==> src/rtl/eth_pkg.sv <==
// Shared definitions for the CHDR Ethernet deframer: header constants, settings-bus
// register offsets, FSM state encoding and the running header-match flags.
package eth_pkg;

  localparam int unsigned ETH_HDR_WORDS  = 6;
  localparam logic [15:0] ETHERTYPE_IPV4 = 16'h0800;
  localparam logic [7:0]  IP_VER_IHL     = 8'h45;
  localparam logic [7:0]  IP_PROTO_UDP   = 8'h11;
  localparam logic [47:0] MAC_BCAST      = 48'hFFFF_FFFF_FFFF;

  // Settings register offsets from BASE.
  localparam logic [7:0] SR_MAC_HI = 8'd0;
  localparam logic [7:0] SR_MAC_LO = 8'd1;
  localparam logic [7:0] SR_IP     = 8'd2;
  localparam logic [7:0] SR_PORT   = 8'd3;

  typedef enum logic [1:0] {S_HDR, S_FWD, S_DROP} state_e;

  // The MAC compare spans two words, so unicast and broadcast hits are tracked
  // separately; every other field folds into rest.
  typedef struct packed {
    logic uni;
    logic bcast;
    logic rest;
  } match_t;

endpackage

==> src/rtl/chdr_eth_deframer_if.sv <==
// 64-bit AXI-Stream bundle used on both sides of the deframer.
//   master: drives tdata/tuser/tlast/tvalid, receives tready.
//   slave : receives tdata/tuser/tlast/tvalid, drives tready.
// tuser[2:0] = valid bytes in last word (0 = 8), tuser[3] = error.
interface chdr_eth_deframer_if;
  logic [63:0] tdata;
  logic [3:0]  tuser;
  logic        tlast;
  logic        tvalid;
  logic        tready;

  modport master (output tdata, tuser, tlast, tvalid, input tready);
  modport slave  (input tdata, tuser, tlast, tvalid, output tready);
endinterface

==> src/rtl/eth_hdr_matcher.sv <==
// Header field matcher. Given the index of the header word being accepted and its
// data, folds that word's field checks into the running match flags.
//   idx       : header word index 0..5
//   data      : header word
//   match_in  : flags accumulated over previous words (ignored at idx 0)
//   my_*      : programmed local addresses, enable
//   match_out : flags including this word
//   match     : complete verdict including this word
module eth_hdr_matcher
  import eth_pkg::*;
(
  input  logic [2:0]  idx,
  input  logic [63:0] data,
  input  match_t      match_in,
  input  logic [47:0] my_mac,
  input  logic [31:0] my_ip,
  input  logic [15:0] my_port,
  input  logic        enable,
  output match_t      match_out,
  output logic        match
);

  match_t base;

  always_comb begin
    // w0 starts a fresh frame, so prior flags are discarded.
    base           = (idx == 3'd0) ? '1 : match_in;
    match_out      = base;
    match_out.rest = base.rest & enable;
    case (idx)
      3'd0: begin
        match_out.uni   = base.uni & (data[15:0] == my_mac[47:32]);
        match_out.bcast = base.bcast & (data[15:0] == MAC_BCAST[47:32]);
      end
      3'd1: begin
        match_out.uni   = base.uni & (data[63:32] == my_mac[31:0]);
        match_out.bcast = base.bcast & (data[63:32] == MAC_BCAST[31:0]);
      end
      3'd2: match_out.rest = match_out.rest & (data[47:32] == ETHERTYPE_IPV4)
                                            & (data[31:24] == IP_VER_IHL);
      3'd3: match_out.rest = match_out.rest & (data[23:16] == IP_PROTO_UDP);
      3'd4: match_out.rest = match_out.rest & (data[31:0] == my_ip);
      3'd5: match_out.rest = match_out.rest & (data[47:32] == my_port);
      default: ;
    endcase
    match = (match_out.uni | match_out.bcast) & match_out.rest;
  end

endmodule

==> src/rtl/chdr_eth_deframer.sv <==
// CHDR Ethernet deframer. Validates the 48-byte pad/Eth/IPv4/UDP header of each
// ingress frame against settings-bus programmed addresses, strips it and passes the
// CHDR payload through combinationally. Mismatching and runt frames are dropped whole.
//   clk, reset_n : clock, synchronous active-low reset
//   clear        : synchronous flush of the stream FSM
//   set_*        : settings bus (BASE+0..3: mac hi, mac lo, ip, {enable, port})
//   in_if        : ingress Ethernet frames
//   out_if       : egress CHDR payload
//   drop_count   : dropped-frame counter, wraps
module chdr_eth_deframer
  import eth_pkg::*;
#(
  parameter logic [7:0] BASE = 8'd0
) (
  input  logic                        clk,
  input  logic                        reset_n,
  input  logic                        clear,
  input  logic                        set_stb,
  input  logic [7:0]                  set_addr,
  input  logic [31:0]                 set_data,
  chdr_eth_deframer_if.slave          in_if,
  chdr_eth_deframer_if.master         out_if,
  output logic [31:0]                 drop_count
);

  logic [15:0] mac_hi_q;
  logic [31:0] mac_lo_q;
  logic [31:0] ip_q;
  logic [15:0] port_q;
  logic        enable_q;

  state_e      state_q, state_d;
  logic [2:0]  cnt_q, cnt_d;
  match_t      match_q, match_d, match_out;
  logic        hdr_match;
  logic [31:0] drop_q, drop_d;
  logic        drop_inc;
  logic        live_q;
  logic        live;
  logic        in_ready;
  logic        accept;
  logic        unused_tuser;

  // Byte count and error flag are irrelevant here: errored frames are already gone.
  assign unused_tuser = ^in_if.tuser;

  // Settings registers, one per address.
  always_ff @(posedge clk) begin
    if (!reset_n) begin
      mac_hi_q <= '0;
      mac_lo_q <= '0;
      ip_q     <= '0;
      port_q   <= '0;
      enable_q <= 1'b0;
    end else if (set_stb) begin
      if (set_addr == BASE + SR_MAC_HI) mac_hi_q <= set_data[15:0];
      if (set_addr == BASE + SR_MAC_LO) mac_lo_q <= set_data;
      if (set_addr == BASE + SR_IP)     ip_q     <= set_data;
      if (set_addr == BASE + SR_PORT) begin
        port_q   <= set_data[15:0];
        enable_q <= set_data[16];
      end
    end
  end

  eth_hdr_matcher u_matcher (
    .idx       (cnt_q),
    .data      (in_if.tdata),
    .match_in  (match_q),
    .my_mac    ({mac_hi_q, mac_lo_q}),
    .my_ip     (ip_q),
    .my_port   (port_q),
    .enable    (enable_q),
    .match_out (match_out),
    .match     (hdr_match)
  );

  // Stream is held off during reset and for one cycle after it.
  assign live   = reset_n & live_q;
  assign accept = in_if.tvalid & in_ready;

  // State register.
  always_ff @(posedge clk) begin
    if (!reset_n) begin
      state_q <= S_HDR;
      cnt_q   <= '0;
      match_q <= '0;
      drop_q  <= '0;
      live_q  <= 1'b0;
    end else begin
      state_q <= state_d;
      cnt_q   <= cnt_d;
      match_q <= match_d;
      drop_q  <= drop_d;
      live_q  <= 1'b1;
    end
  end

  // Next state.
  always_comb begin
    state_d  = state_q;
    cnt_d    = cnt_q;
    match_d  = match_q;
    drop_inc = 1'b0;
    case (state_q)
      S_HDR: begin
        if (accept) begin
          match_d = match_out;
          if (in_if.tlast) begin
            // Runt: frame ended inside the header.
            drop_inc = 1'b1;
            cnt_d    = '0;
          end else if (cnt_q == 3'(ETH_HDR_WORDS - 1)) begin
            cnt_d   = '0;
            state_d = hdr_match ? S_FWD : S_DROP;
          end else begin
            cnt_d = cnt_q + 3'd1;
          end
        end
      end
      S_FWD: begin
        if (accept && in_if.tlast) state_d = S_HDR;
      end
      S_DROP: begin
        if (accept && in_if.tlast) begin
          drop_inc = 1'b1;
          state_d  = S_HDR;
        end
      end
      default: state_d = S_HDR;
    endcase
    if (clear) begin
      state_d  = S_HDR;
      cnt_d    = '0;
      drop_inc = 1'b0;
    end
    drop_d = drop_q + {31'd0, drop_inc};
  end

  // Outputs.
  always_comb begin
    in_ready      = 1'b0;
    out_if.tvalid = 1'b0;
    out_if.tdata  = '0;
    out_if.tlast  = 1'b0;
    out_if.tuser  = '0;
    if (live) begin
      case (state_q)
        S_FWD: begin
          out_if.tvalid = in_if.tvalid;
          out_if.tdata  = in_if.tdata;
          out_if.tlast  = in_if.tlast;
          in_ready      = out_if.tready;
        end
        default: in_ready = 1'b1;
      endcase
    end
  end

  assign in_if.tready = in_ready;
  assign drop_count   = drop_q;

endmodule

==> src/flat_wrapper.sv <==
// flat-port wrapper written by rule: the top's interface ports become plain ports
module chdr_eth_deframer_flat import eth_pkg::*;
#(
  parameter logic [7:0] BASE = 8'd0
)
  (clk, reset_n, clear, set_stb, set_addr, set_data, drop_count, in_if_tdata, in_if_tuser, in_if_tlast, in_if_tvalid, in_if_tready, out_if_tdata, out_if_tuser, out_if_tlast, out_if_tvalid, out_if_tready);
  chdr_eth_deframer_if in_if_i ();
  chdr_eth_deframer_if out_if_i ();
  input  logic clk;
  input  logic reset_n;
  input  logic clear;
  input  logic set_stb;
  input  logic [7:0] set_addr;
  input  logic [31:0] set_data;
  output logic [31:0] drop_count;
  input wire logic [$bits(in_if_i.tdata)-1:0] in_if_tdata;
  input wire logic [$bits(in_if_i.tuser)-1:0] in_if_tuser;
  input wire logic [$bits(in_if_i.tlast)-1:0] in_if_tlast;
  input wire logic [$bits(in_if_i.tvalid)-1:0] in_if_tvalid;
  output wire logic [$bits(in_if_i.tready)-1:0] in_if_tready;
  output wire logic [$bits(out_if_i.tdata)-1:0] out_if_tdata;
  output wire logic [$bits(out_if_i.tuser)-1:0] out_if_tuser;
  output wire logic [$bits(out_if_i.tlast)-1:0] out_if_tlast;
  output wire logic [$bits(out_if_i.tvalid)-1:0] out_if_tvalid;
  input wire logic [$bits(out_if_i.tready)-1:0] out_if_tready;
  assign in_if_i.tdata = in_if_tdata;
  assign in_if_i.tuser = in_if_tuser;
  assign in_if_i.tlast = in_if_tlast;
  assign in_if_i.tvalid = in_if_tvalid;
  assign in_if_tready = in_if_i.tready;
  assign out_if_tdata = out_if_i.tdata;
  assign out_if_tuser = out_if_i.tuser;
  assign out_if_tlast = out_if_i.tlast;
  assign out_if_tvalid = out_if_i.tvalid;
  assign out_if_i.tready = out_if_tready;
  chdr_eth_deframer #(.BASE(BASE)) u_core (.clk(clk), .reset_n(reset_n), .clear(clear), .set_stb(set_stb), .set_addr(set_addr), .set_data(set_data), .in_if(in_if_i), .out_if(out_if_i), .drop_count(drop_count));
endmodule
==> config.mk <==
export PLATFORM = sky130hd
export DESIGN_NAME = chdr_eth_deframer_flat
export DESIGN_NICKNAME = d
export VERILOG_FILES = /design/src/rtl/eth_pkg.sv /design/src/rtl/chdr_eth_deframer_if.sv /design/src/rtl/eth_hdr_matcher.sv /design/src/rtl/chdr_eth_deframer.sv /design/src/flat_wrapper.sv
export SDC_FILE = /design/constraint.sdc
export NUM_CORES = 1
export LEC_CHECK = 0
export CORE_ASPECT_RATIO = 1.5
export CORE_MARGIN = 3
export CORE_UTILIZATION = 40
export CTS_CLUSTER_DIAMETER = 200
export CTS_CLUSTER_SIZE = 16
export DETAILED_ROUTE_END_ITERATION = 6
export DONT_BUFFER_PORTS = 1
export GPL_TIMING_DRIVEN = 0
export PLACE_DENSITY = 0.54
export SYNTH_ARGS = -nofsm -noshare
export SYNTH_HDL_FRONTEND = slang
export SYNTH_SLANG_ARGS = --single-unit
==> constraint.sdc <==
create_clock -name clk -period 3.3 [get_ports clk]
set_input_delay 0.66 -clock clk [delete_from_list [all_inputs] [get_ports clk]]
set_output_delay 0.66 -clock clk [all_outputs]
set_load 0.03 [all_outputs]
==> summary.md, run 1 <==
| Metric | Value |
|---|---|
| Placed cell count | 1069 |
| Fmax | 0.312 GHz |
| Top-area cell type share of the netlist area | 37.8% |
| Via Count | 6055 |
| Die area | 19900 sq um |
| HPWL after DPL | 19100 um |
| Final worst slack | 0.0970 ns |
| Drt pass-1 iters | 5 |
| Hold buffers post-CTS | 0 |
| CP Capture Type | output port |
| Fin cells | 1109 |
| Fin nets | 1002 |
| Initial Utilization | 41.4% |
| Reg2Reg Depth | 16 |
| Grt ovf | 0 |
| Pin count of the biggest net entering global routing | 17 |
| Vias in the first global route | 6045 |
| Power density cells | 465 nW/um^2 |
| Initial DRC Count | 237 |
| Wirelength per Cell | 21.7 um |
| Cell Rows | 59 |
| Leak Pwr | 2.97 nW |
| Antenna violations before repair | 0 |
| Synthesis Warnings | 0 |
| Seq. cell area | 2760 sq um |
| Reg clk slew, reported paths | 0.06 ns |
| Top-count cell post-synth | nand2_1 |
| Clock skew | 0.0107 ns |
| Critical Path RT | 2.64 ns |
| Final period util | 97.1% |
| Die X | 116 um |
| CTS max path bufs | 2 |
| Fin. Hold Viols | 0 |
| Hold Slack | 0.261 ns |
| Grt peak-use layer | met2 |
| CTS buffer count | 17 |
| Setup-failing EPs final | 0 |
| CTS tree | yes |
| Minimum clock period | 3.20 ns |
| Worst-margin pin slew | 0.778 ns |
| Core area | 17600 sq um |
| Largest cells by area after synthesis | dfxtp_1 38%, xnor2_1 10%, nand2_1 7.8% |
| Core Util, Final | 47.6% |
| CP Max Fanout | 10 |
| FILL cells | 1714 |
| Top_reg_cell synth | dfxtp_1 |
| Post-route ant nets | 0 |
| Cell variety after synth | 47 |
| Post-synth top cells | 151 x nand2_1, 138 x dfxtp_1, 88 x and2_1 |
| I/O pins | 218 |
| Sequential-to-total area share from yosys stat | 37.8% |
| Grt met3 use | 5.35% |
| Synth Cell Area | 7300 sq um |
| FFs w/ async S/R, synth | 0% |
| Worst EP arrival | 2.54 ns |
| H-tree levels | 4 |
| RSZ-0062 raised after global routing | yes |
| Synth Instances | 853 |
| Die height | 171 um |
| Post-synth EDFFs | 0 |
| FF+latch count, synth | 138 |
| Cell taking the most area after synthesis | dfxtp_1 |
| Slew Viols, Final | 0 |
| Setup crit start kind | register |
| TNS Setup | 0 ns |
| IO Port Bufs | 0 |
| Area Overhead vs Synth | 15.1% |
| Worst vdd ir | 0.224 mV |
| Met1 Resource Use GR | 24.6% |
| Clock sinks | 138 |
| Layout cells sized above 1 | 8.60% |
| Post-Syn Area per Cell | 8.56 sq um |
| Total track usage | 24.0% |
| Hold Path Depth | 0 |
| Slew headroom | 47.7% |
| MaxCap Viol Count | 0 |
| Area occupied by multi-input gates | 4400 sq um |
| Kind of critical path | register to output port |
| Design area | 8400 sq um |
| Gp weighted congestion | 0.850 |
| Status | complete, no violations |
| Final Total Pwr | 3.91 mW |
| Via/cell ratio | 5.46 |
| Pre-CTS setup slack | -0.453 ns |
| Worst min-delay path class | input port to register |
| Met2 usage in global routing | 46.1% |
| Skew-Pair Late Insertion Delay | 0.43 ns |
| First-pass GRT wire length | 35100 um |
| DRC violations left | 0 |
| Root Driver | clkbuf_16 |
| Final WL | 24100 um |
| Post-placement cell area | 7640 sq um |
-- per-layer routing --
layer / wire length [um] / share of wire (%)
met1: 8600 / 36
met2: 13400 / 55
met3: 1430 / 5.9
met4: 703 / 2.9
met5: 0 / 0
-- final timing paths --
kind	startpoint	slack, ns	endpoint
worst min-delay path	reset_n	0.26	u_core.live_q
worst min register to register	u_core.ip_q[28]	0.47	u_core.ip_q[28]
worst max-delay path	u_core.state_q[0]	0.1	out_if_tdata[43]
worst max register to register	u_core.state_q[1]	0.12	u_core.drop_count[26]
-- cells by family (layout without fill, tap and decap cells) --
logic type	Yosys count	after routing	share of synthesized area, %
AO/OA/AOI/OAI	99	99	9.67
XOR/XNOR	117	117	14.0
adder cells (fa/ha/maj)	5	5	0.857
buffers and inverters	52	91	3.31
flip-flops	138	138	37.8
multiplexers	33	33	4.53
other	1	5	0.0514
AND/OR/NAND/NOR	408	408	29.7
-- repair_timing --
action	CTS	global route
setup buffers	5	3
pin swaps	6	5
gates resized for setup	11	5
setup endpoints to repair	50	10
-- final cells by class --
class | instances | area share, %
timing repair buffer | 8 | 0.715
inverter | 5 | 0.223
antenna | 1 | 0.0298
buffer | 46 | 2.93
sequential | 138 | 32.9
clock buffer | 17 | 5.06
clock inverter | 15 | 2.56
tap | 213 | 3.17
multi-input combinational | 666 | 52.4
-- report_power, final --
group / internal [mW] / leakage (nW) / total, mW / switching [mW]
clock: 1.28 / 0.309 / 2.07 / 0.794
combinational: 0.0816 / 1.54 / 0.159 / 0.0769
sequential: 1.67 / 1.11 / 1.67 / 0.00401
-- cells in the final DEF (no fill, tap or decap), drive strengths merged, types with 9 or more instances in the layout --
cell type	netlist	layout
clkbuf	29	45
o21ai	13	13
mux2i	33	33
xor2	31	31
xnor2	86	86
nand3	18	18
nor2	16	16
dfxtp	138	138
a21boi	74	74
nor2b	39	39
nand4	34	34
and2	88	88
inv	5	9
nor4	13	13
or3	10	10
buf	18	25
nand2	151	151
-- sequential cells by signal, summed over array words and instances (netlist names) --
signal / cells
u_core.cnt_q: 3
u_core.drop_count: 32
u_core.enable_q: 1
u_core.ip_q: 32
u_core.live_q: 1
u_core.mac_hi_q: 16
u_core.mac_lo_q: 32
u_core.match_q: 3
u_core.port_q: 16
u_core.state_q: 2
-- critical path, stage by stage, from the launching register on --
cell	delay, ns
dfxtp_1	0.40
ha_4	0.17
and3_1	0.27
clkdlybuf4s18_2	0.47
buf_2	0.38
and2_1	0.42
(Power assumes the default switching activity.)
==> run 2: changes to the inputs <==
--- a/config.mk
+++ b/config.mk
@@ -16,4 +16,5 @@
 export PLACE_DENSITY = 0.54
 export SYNTH_ARGS = -nofsm -noshare
 export SYNTH_HDL_FRONTEND = slang
+export SYNTH_HIERARCHICAL = 1
 export SYNTH_SLANG_ARGS = --single-unit
==> summary.md, run 2 <==
| Metric | Value |
|---|---|
| Slew headroom | 48.2% (was 47.7%) |
| R2r setup slk | 0.33 ns (was 0.12 ns) |
| Post-route ant nets | 0 (unchanged) |
| Fmax | 0.323 GHz (was 0.312 GHz) |
| Grt ovf | 0 (unchanged) |
| Layout cells sized above 1 | 6.48% (was 8.60%) |
| Clock skew | 0.0110 ns (was 0.0107 ns) |
| Cell Rows | 59 (unchanged) |
| Via Count | 6104 (was 6055) |
| Post-synth top cells | 138 x dfxtp_1, 110 x nand2_1, 88 x xnor2_1 (was 151 x nand2_1, 138 x dfxtp_1, 88 x and2_1) |
| First-pass GRT wire length | 34900 um (was 35100 um) |
| FF+latch count, synth | 138 (unchanged) |
| Core area | 17400 sq um (was 17600 sq um) |
| Final WL | 23700 um (was 24100 um) |
| DRC violations left | 0 (unchanged) |
| Hold buffers post-CTS | 0 (unchanged) |
| Top-count cell post-synth | dfxtp_1 (was nand2_1) |
| Reg clk slew, reported paths | 0.06 ns (about the same) |
| Die area | 19500 sq um (was 19900 sq um) |
| Antenna violations before repair | 0 (unchanged) |
| Top-area cell type share of the netlist area | 38.7% (was 37.8%) |
| Wirelength per Cell | 21.7 um (about the same) |
| Most frequent cells in the layout | 138 x dfxtp_1, 110 x nand2_1, 88 x xnor2_1 (was 148 x nand2_1, 137 x dfxtp_1, 87 x and2_1) |
| Top_reg_cell synth | dfxtp_1 (unchanged) |
| Vias in the first global route | 6006 (was 6045) |
| Slew Viols, Final | 0 (unchanged) |
| Sequential share of power | 44.3% (was 42.8%) |
| Clock sinks | 138 (unchanged) |
| H-tree levels | 4 (unchanged) |
| Post-synth EDFFs | 0 (unchanged) |
| FFs w/ async S/R, synth | 0% (unchanged) |
| Sequential-to-total area share from yosys stat | 38.7% (was 37.8%) |
| Fin. Hold Viols | 0 (unchanged) |
| Root Driver | clkbuf_16 (unchanged) |
| Cell variety after synth | 51 (was 47) |
| Minimum clock period | 3.10 ns (was 3.20 ns) |
| Power density cells | 470 nW/um^2 (was 465 nW/um^2) |
| Most common cell after layout, fill and taps aside | dfxtp_1 (was nand2_1) |
| Final period util | 93.9% (was 97.1%) |
| Setup-failing EPs final | 0 (unchanged) |
| Via/cell ratio | 5.58 (was 5.46) |
| HPWL after DPL | 18600 um (was 19100 um) |
| Synth Instances | 846 (was 853) |
| P_sw | 856 uW (was 875 uW) |
| Largest cells by area after synthesis | dfxtp_1 39%, xnor2_1 11%, mux2i_1 7.7% (was dfxtp_1 38%, xnor2_1 10%, nand2_1 7.8%) |
| Fin nets | 988 (was 1002) |
| CTS max path bufs | 2 (unchanged) |
| Worst EP arrival | 2.44 ns (was 2.54 ns) |
| Die X | 115 um (was 116 um) |
| Initial DRC Count | 294 (was 237) |
| Worst vdd ir | 0.249 mV (was 0.224 mV) |
| Area Overhead vs Synth | 12.5% (was 15.1%) |
| CTS tree | yes (unchanged) |
| Pre-CTS setup slack | 0.0961 ns (was -0.453 ns) |
| CP Max Fanout | 10 (unchanged) |
| Gp weighted congestion | 0.862 (was 0.850) |
| Synth Cell Area | 7150 sq um (was 7300 sq um) |
| IO Port Bufs | 0 (unchanged) |
| Core Util, Final | 46.2% (was 47.6%) |
| Kind of critical path | register to output port (unchanged) |
| CTS buffer count | 17 (unchanged) |
| Final worst slack | 0.202 ns (was 0.0970 ns) |
| Combinational share of power | 3.9% (was 4.1%) |
| RSZ-0062 raised after global routing | no (was yes) |
| Sw frac | 22.7% (was 22.4%) |
| CP Capture Type | output port (unchanged) |
| Antenna cells | 0 (was 1) |
| Final Total Pwr | 3.78 mW (was 3.91 mW) |
| Leak Pwr | 2.95 nW (was 2.97 nW) |
| Clock Power Share | 51.8% (was 53.1%) |
| Int Pwr | 2.92 mW (was 3.03 mW) |
| Die height | 170 um (was 171 um) |
| Status | complete, no violations (unchanged) |
| MaxCap Viol Count | 0 (unchanged) |
| Worst min-delay path class | input port to register (unchanged) |
| Post-Syn Area per Cell | 8.45 sq um (was 8.56 sq um) |
| Setup crit start kind | register (unchanged) |
| TNS Setup | 0 ns (unchanged) |
| Skew-Pair Late Insertion Delay | 0.41 ns (was 0.43 ns) |
| Cell taking the most area after synthesis | dfxtp_1 (unchanged) |
| I/O pins | 218 (unchanged) |
| Fin cells | 1093 (was 1109) |
| Total track usage | 23.7% (was 24.0%) |
| Critical Path RT | 2.64 ns (about the same) |
| Placed cell count | 1062 (was 1069) |
| Pin count of the biggest net entering global routing | 17 (unchanged) |
| Initial Utilization | 41.0% (was 41.4%) |
| Drt pass-1 iters | 4 (was 5) |
| Worst-margin pin slew | 0.777 ns (was 0.778 ns) |
| Synthesis Warnings | 6 (was 0) |
run 2: cell count changes after synthesis, moves of 5 or more:
cell,change
inv_1,+6
nor2b_1,-37
mux2i_1,+22
a21oi_1,+61
or4_1,+6
o31ai_1,+6
nand4_1,+5
and2_1,-18
nor3b_1,-5
nand2_1,-41
nor2_1,+55
a21boi_0,-71
nand2b_1,+5
xor2_1,-10
run 2: critical path, cell delays in order, from the launching register on:
cell and delay (ns):
dfxtp_1 0.33, inv_1 0.08, ha_1 0.16, and3_1 0.23, clkdlybuf4s15_2 0.47, clkbuf_1 0.38
and2_1 0.38
run 2: per-stage QoR:
stage,cell area (sq um),hold WS (ns)
6_report,8040,0.270
5_1_grt,8040,0.248
4_1_cts,8030,0.258
3_5_place_dp,7420,0.455
3_3_place_gp,7420,0.450
2_1_floorplan,7160,0.443
run 2: worst paths after layout:
check,cells past startpoint,endpoint,startpoint
setup / recovery,6,out_if_tdata[31],u_core/state_q[1]
setup reg to reg,12,u_core/drop_count[22],u_core/state_q[1]
hold / removal,0,u_core/live_q,reset_n
hold reg to reg,2,u_core/mac_hi_q[6],u_core/mac_hi_q[6]
run 2: cell families (layout without fill, tap and decap cells):
kind of cell	Yosys count	in the layout	synth area share, %
compound gates	95	95	7.63
fa+ha+maj	5	5	0.875
xor+xnor	109	109	13.4
buf+inv	58	89	3.47
simple gates	385	385	28.3
other cells	1	4	0.0525
flops	138	138	38.7
mux	55	55	7.70
run 2: layout make-up:
cell class                 instances  area (sq um)
sequential                       138          2760
fill                            1762          9380
inverter                          12          45.0
tap                              213           267
clock buffer                      17           425
multi-input combinational        653          4160
clock inverter                    14           173
buffer                            46           210
run 2: per-layer routing:
metal,vias up,global-route usage (%),share of wire (%)
li1,2952,-,-
met1,2904,25.4,37
met2,219,44.5,53
met3,29,5.32,6.1
met4,0,9.04,3.3
met5,-,0,0
run 2: what timing repair did:
action | 4_1_cts | 5_1_grt
setup endpoints to repair | 10 | 7
setup buffers | 0 | 0
cloned | 0 | 0
gates resized for setup | 2 | 3
run 2: power by group through the flow:
stage / clock network (mW) / registers (mW) / logic, mW
after floorplan: 0 / 1.71 / 0.110
after global placement: 0 / 1.71 / 0.149
after detailed placement: 0 / 1.71 / 0.149
after CTS: 1.99 / 1.67 / 0.150
after global routing: 2.06 / 1.67 / 0.159
final: 1.96 / 1.67 / 0.149
